===== src/rtl/updown_counter_gen2.sv =====
// Parametrised loadable up/down counter with step, enable and
// wrap / saturate / one-shot terminal behaviour plus sticky flags.
module updown_counter_gen2 #(
    parameter int WIDTH   = 4,
    parameter int MIN_VAL = 0,
    parameter int MAX_VAL = 11,
    parameter int STEP_W  = 2
) (
    input  logic              clk,
    input  logic              resetn,
    input  logic [WIDTH-1:0]  din,
    input  logic              load,
    input  logic              en,
    input  logic              up_down,
    input  logic [STEP_W-1:0] step,
    input  logic [1:0]        mode,
    input  logic              clr_flags,
    output logic [WIDTH-1:0]  count,
    output logic              tc,
    output logic              done,
    output logic              ovf,
    output logic              udf,
    output logic              load_err
);

    localparam int XW = WIDTH + 2;
    localparam logic [XW-1:0] XMIN = XW'(MIN_VAL);
    localparam logic [XW-1:0] XMAX = XW'(MAX_VAL);
    localparam logic [XW-1:0] XR   = XW'(MAX_VAL - MIN_VAL + 1);
    localparam logic [WIDTH-1:0] CMIN = WIDTH'(MIN_VAL);
    localparam logic [WIDTH-1:0] CMAX = WIDTH'(MAX_VAL);

    typedef enum logic {RUN, DONE} state_t;

    state_t            state_q, state_d;
    logic [WIDTH-1:0]  count_d;
    logic              tc_d;
    logic              ovf_set, udf_set, lerr_set;
    logic [XW-1:0]     cnt_x, stp_x, din_x;
    logic [XW-1:0]     up_x, dn_x, upw_x, dnw_x;
    logic              up_cross, dn_cross;
    logic              is_sat, is_one, din_lo, din_hi;

    // Extra headroom bits keep sums and differences from folding at 2**WIDTH
    assign cnt_x    = XW'(count);
    assign stp_x    = XW'(step);
    assign din_x    = XW'(din);
    assign up_x     = cnt_x + stp_x;
    assign dn_x     = cnt_x - stp_x;
    assign upw_x    = up_x - XR;
    assign dnw_x    = cnt_x + XR - stp_x;
    assign up_cross = up_x > XMAX;
    assign dn_cross = cnt_x < (XMIN + stp_x);
    assign is_sat   = (mode == 2'b01);
    assign is_one   = (mode == 2'b10);
    assign din_lo   = din_x < XMIN;
    assign din_hi   = din_x > XMAX;

    always_comb begin
        state_d  = state_q;
        count_d  = count;
        tc_d     = 1'b0;
        ovf_set  = 1'b0;
        udf_set  = 1'b0;
        lerr_set = 1'b0;
        if (load) begin
            state_d  = RUN;
            lerr_set = din_lo | din_hi;
            unique case (1'b1)
                din_lo:  count_d = CMIN;
                din_hi:  count_d = CMAX;
                default: count_d = din;
            endcase
        end else if (en && state_q == RUN) begin
            if (up_down) begin
                if (up_cross) begin
                    tc_d    = 1'b1;
                    ovf_set = 1'b1;
                    unique case (1'b1)
                        is_sat:  count_d = CMAX;
                        is_one: begin
                            count_d = CMAX;
                            state_d = DONE;
                        end
                        default: count_d = upw_x[WIDTH-1:0];
                    endcase
                end else begin
                    count_d = up_x[WIDTH-1:0];
                end
            end else begin
                if (dn_cross) begin
                    tc_d    = 1'b1;
                    udf_set = 1'b1;
                    unique case (1'b1)
                        is_sat:  count_d = CMIN;
                        is_one: begin
                            count_d = CMIN;
                            state_d = DONE;
                        end
                        default: count_d = dnw_x[WIDTH-1:0];
                    endcase
                end else begin
                    count_d = dn_x[WIDTH-1:0];
                end
            end
        end
    end

    always_ff @(posedge clk or negedge resetn) begin
        if (!resetn) begin
            state_q  <= RUN;
            count    <= CMIN;
            tc       <= 1'b0;
            done     <= 1'b0;
            ovf      <= 1'b0;
            udf      <= 1'b0;
            load_err <= 1'b0;
        end else begin
            state_q  <= state_d;
            count    <= count_d;
            tc       <= tc_d;
            done     <= (state_d == DONE);
            // A set event in the same cycle as a clear keeps the flag
            ovf      <= ovf_set  | (ovf      & ~clr_flags);
            udf      <= udf_set  | (udf      & ~clr_flags);
            load_err <= lerr_set | (load_err & ~clr_flags);
        end
    end

endmodule


===== config.mk =====
export PLATFORM = sky130hd
export DESIGN_NAME = updown_counter_gen2
export DESIGN_NICKNAME = d
export VERILOG_FILES = /design/src/rtl/updown_counter_gen2.sv
export SDC_FILE = /design/constraint.sdc
export NUM_CORES = 1
export LEC_CHECK = 0
export BUFFER_PORTS_ARGS = -buffer_cell sky130_fd_sc_hd__buf_2
export CORE_MARGIN = 1.5
export CORE_UTILIZATION = 45
export CTS_BUF_LIST = sky130_fd_sc_hd__clkbuf_2
export CTS_CLUSTER_DIAMETER = 80
export DETAILED_ROUTE_END_ITERATION = 10
export GPL_TIMING_DRIVEN = 0
export MAX_ROUTING_LAYER = met4
export PLACE_DENSITY_LB_ADDON = 0.15
export SYNTH_ARGS = -nofsm -noshare
export SYNTH_HDL_FRONTEND = slang
export SYNTH_SLANG_ARGS = --single-unit

===== constraint.sdc =====
create_clock -name clk -period 2.5 [get_ports clk]
set_input_delay 0.125 -clock clk [delete_from_list [all_inputs] [get_ports clk]]
set_output_delay 0.125 -clock clk [all_outputs]
set_load 0.1 [all_outputs]

==> metrics.txt <==
initial antenna violation count=0; CP Capture Point=count[1]$_DFFE_PN0P_; post-layout util=0.601; worst min-delay path category=in -> reg; Syn Std Cell Area=about 900 um2; first-pass GRT wire length=between 3000 and 4000 um; minimum clock period=about 2.3 ns; Internal=0.371 mW; FILL cells=181; CTS tree=done; post-route cell area=about 1100 um2; Slew @ Worst Pin=approximately 0.49 ns; Num Clock Sinks=9; Post-Synth XOR/XNOR Area=0.00974; post-DR vias/cell=roughly 5.5; I/O Pins=23; maximum buffer depth of the clock tree=2; Initial Util=0.499; Buffers on Ports=22; CP dominant cell by count=ha_1; Via Count=890; layout cells sized above 1=0.279; fin. max-slew vios=0; reg2reg end=count[1]$_DFFE_PN0P_; grt ovf=0; hold path start=clr_flags; Crit Path Category=reg -> reg; Achievable Freq=approximately 430 MHz; largest family of logic cells by synthesized area=simple AND/OR/NAND/NOR gates; clk slew on worst S/H paths=roughly 0.10 ns; worst hold slack=approximately 0.067 ns; DIE AREA=between 2000 and 2500 um2; Routed WL=roughly 2200 um; Die Width=roughly 48 um; diodes inserted=0; Ys Warns=0; status=completed; Simple-Gate Fraction of Synth Area=0.257; VDD IR-drop max=~0.46 mV; critical path's top delay family=adder cells; CP endpoint kind=flip-flop; slack of the critical path=between 0.15 and 0.2 ns; Gate power share=0.645; Net Count, Synth=134; Critical Path Start=count[0]$_DFFE_PN0P_; sequential area share after synthesis=0.250; Slew Limit Headroom=0.679; skew final=0.00281 ns; Fin Setup TNS=0 ns; Yosys cell types=39; antenna-violating nets left=0; Final #Nets=between 150 and 200; register share of total power=0.233; Die Ht=about 48 um; total CTS buffers=3; CP max FO=5; Placeable Area=about 1800 um2; dpl hpwl=between 1500 and 2000 um; crit path DAT=about 2.5 ns; htree depth=1; leak pwr=between 0.5 and 0.6 nW; mux cell area share after synthesis=0; switching share of power=0.541; FF-to-FF path depth=9; #FFs+latches synth=9; gpl congestion=0.878; largest net degree at the start of global routing=11; Worst R2R Setup Slack=about 0.18 ns; Iteration-0 DRC Markers=51; final hold viol count=0; Placed Area=~1000 um2; vias in the first global route=around 780; P per Cell Area=746 nW/um2; CP Buf/Inv Count=0; Post-Synth Adder-Cell Area=0.178; pre-CTS setup slack=between 0.1 and 0.15 ns; endpoints failing setup=0; Largest stage delay, worst path=between 0.4 and 0.5 ns; Tot GR Track Use=0.232; Sw Pwr=0.437 mW; DRC viols=0; startpoint types=flip-flop; MaxCap Viol Count=0; Wirelength per Cell=13.9 um; post-CTS setup buffers=0; area delta synth->final=20.4%; Synth Area in Compound Gates=0.232; r2r startpoint=count[0]$_DFFE_PN0P_; CTS Root Cell=clkbuf_2; Final period util=0.926; Required @ worst endpoint=~2.7 ns; Post-Syn Instances=109; later-pin clock latency in the skew report=about 0.26 ns; syn avg cell area=8.25 um2; clock power share=0.122; CP max stage cell=dfrtp_2; cells along the critical path=ha_1 > fa_2 > xnor2_2 > ha_1 > nand3b_1 > o221ai_2 > a21oi_2 > o211ai_1 > a22oi_1; Core Rows=15; Crit path depth=9; Pre-Repair DR Iteration Count=4
per-layer routing:
metal / up-vias / routed length, um / GRT usage
met5: - / 0 / -
met4: 0 / 35 / 0.0811
met3: 6 / 150 / 0.0226
met2: 44 / 1060 / 0.368
met1: 401 / 995 / 0.308
li1: 439 / - / -
synthesized netlist by cell type:
cell type | number | area (um2)
dfrtp_1 | 9 | 225
o22ai_1 | 1 | 6.26
nand3_1 | 3 | 15.0
and3_2 | 1 | 7.51
a21o_1 | 1 | 7.51
o21ai_0 | 10 | 50.1
o211ai_1 | 1 | 7.51
a211oi_1 | 1 | 7.51
buf_2 | 1 | 5.00
o221ai_2 | 1 | 15.0
fa_1 | 3 | 60.1
nand2_1 | 11 | 41.3
nor3b_2 | 1 | 12.5
buf_4 | 1 | 7.51
nor3_1 | 3 | 15.0
or2_2 | 1 | 6.26
nand3b_1 | 4 | 30.0
a31oi_1 | 1 | 6.26
a21oi_2 | 1 | 8.76
a32oi_1 | 1 | 8.76
nand2b_1 | 3 | 18.8
or2b_4 | 1 | 11.3
nor2b_1 | 6 | 37.5
o2bb2ai_1 | 1 | 8.76
nor2_1 | 5 | 18.8
xnor2_1 | 1 | 8.76
a2111oi_0 | 1 | 8.76
nand4bb_1 | 1 | 11.3
a221oi_1 | 1 | 8.76
ha_1 | 8 | 100
a22oi_1 | 1 | 7.51
a21oi_1 | 3 | 15.0
o311ai_1 | 1 | 8.76
or2_1 | 1 | 6.26
a211o_1 | 1 | 8.76
o21ai_1 | 3 | 15.0
inv_1 | 13 | 48.8
a311o_1 | 1 | 10.0
clkbuf_1 | 1 | 3.75
sequential cells by signal, indices dropped and copies added, names as in the netlist:
name      flops
udf           1
state_q       1
count         4
ovf           1
load_err      1
tc            1
repair_timing:
action,CTS,global route
setup endpoints to repair,0,3
resized for setup,0,2
hold buffers,1,0
hold endpoints to repair,9,0
cell families (layout without fill, tap and decap cells):
group,count (synthesis),after routing
xor gates and xnor gates,1,1
and+or+nand+nor,41,41
buffers and inverters,16,43
DFF,9,9
AOI/OAI and AO/OA,31,31
adders and majority gates,11,11
power groups by stage:
stage	clock network, mW	registers, mW	logic (mW)
CTS	0.0989	0.189	0.509
floorplan	0	0.340	0.247
global placement	0	0.190	0.494
global route	0.103	0.193	0.565
finish	0.0985	0.188	0.522
detailed placement	0	0.192	0.507
through the flow:
stage          power (mW)  std cells
2_1_floorplan       0.587        109
3_3_place_gp        0.684        156
3_5_place_dp        0.699        156
4_1_cts             0.796        161
5_1_grt             0.861        161
6_report            0.808        161
layout by cell type, fill, tap and decap left out, drive strengths merged, types with 2 or more instances in the layout:
cell type  instances
o21ai             13
nand3              3
nand2             11
clkbuf             5
nor2b              6
inv               13
dfrtp              9
a21oi              4
nand2b             3
nor2               5
nand3b             4
ha                 8
or2                2
fa                 3
nor3               3
buf               24
cell type report:
type                       count  area, um2  share of cell area
buffer                         3       16.3              0.0150
clock buffer                   4       20.0              0.0185
inverter                      13       48.8              0.0450
multi-input combinational     84        619               0.572
sequential                     9        228               0.210
tap                           25       31.3              0.0289
timing repair buffer          23        120               0.111
worst min path at each step:
stage	slack (ns)	cells after the start	end
2_1_floorplan	-0.17	0	count[0]$_DFFE_PN0P_
3_3_place_gp	-0.01	1	load_err$_DFF_PN0_
3_5_place_dp	-0.005	1	load_err$_DFF_PN0_
4_1_cts	0.07	2	load_err$_DFF_PN0_
5_1_grt	0.08	2	load_err$_DFF_PN0_
6_report	0.07	2	load_err$_DFF_PN0_
No activity file was read; power rests on OpenSTA's default activity.
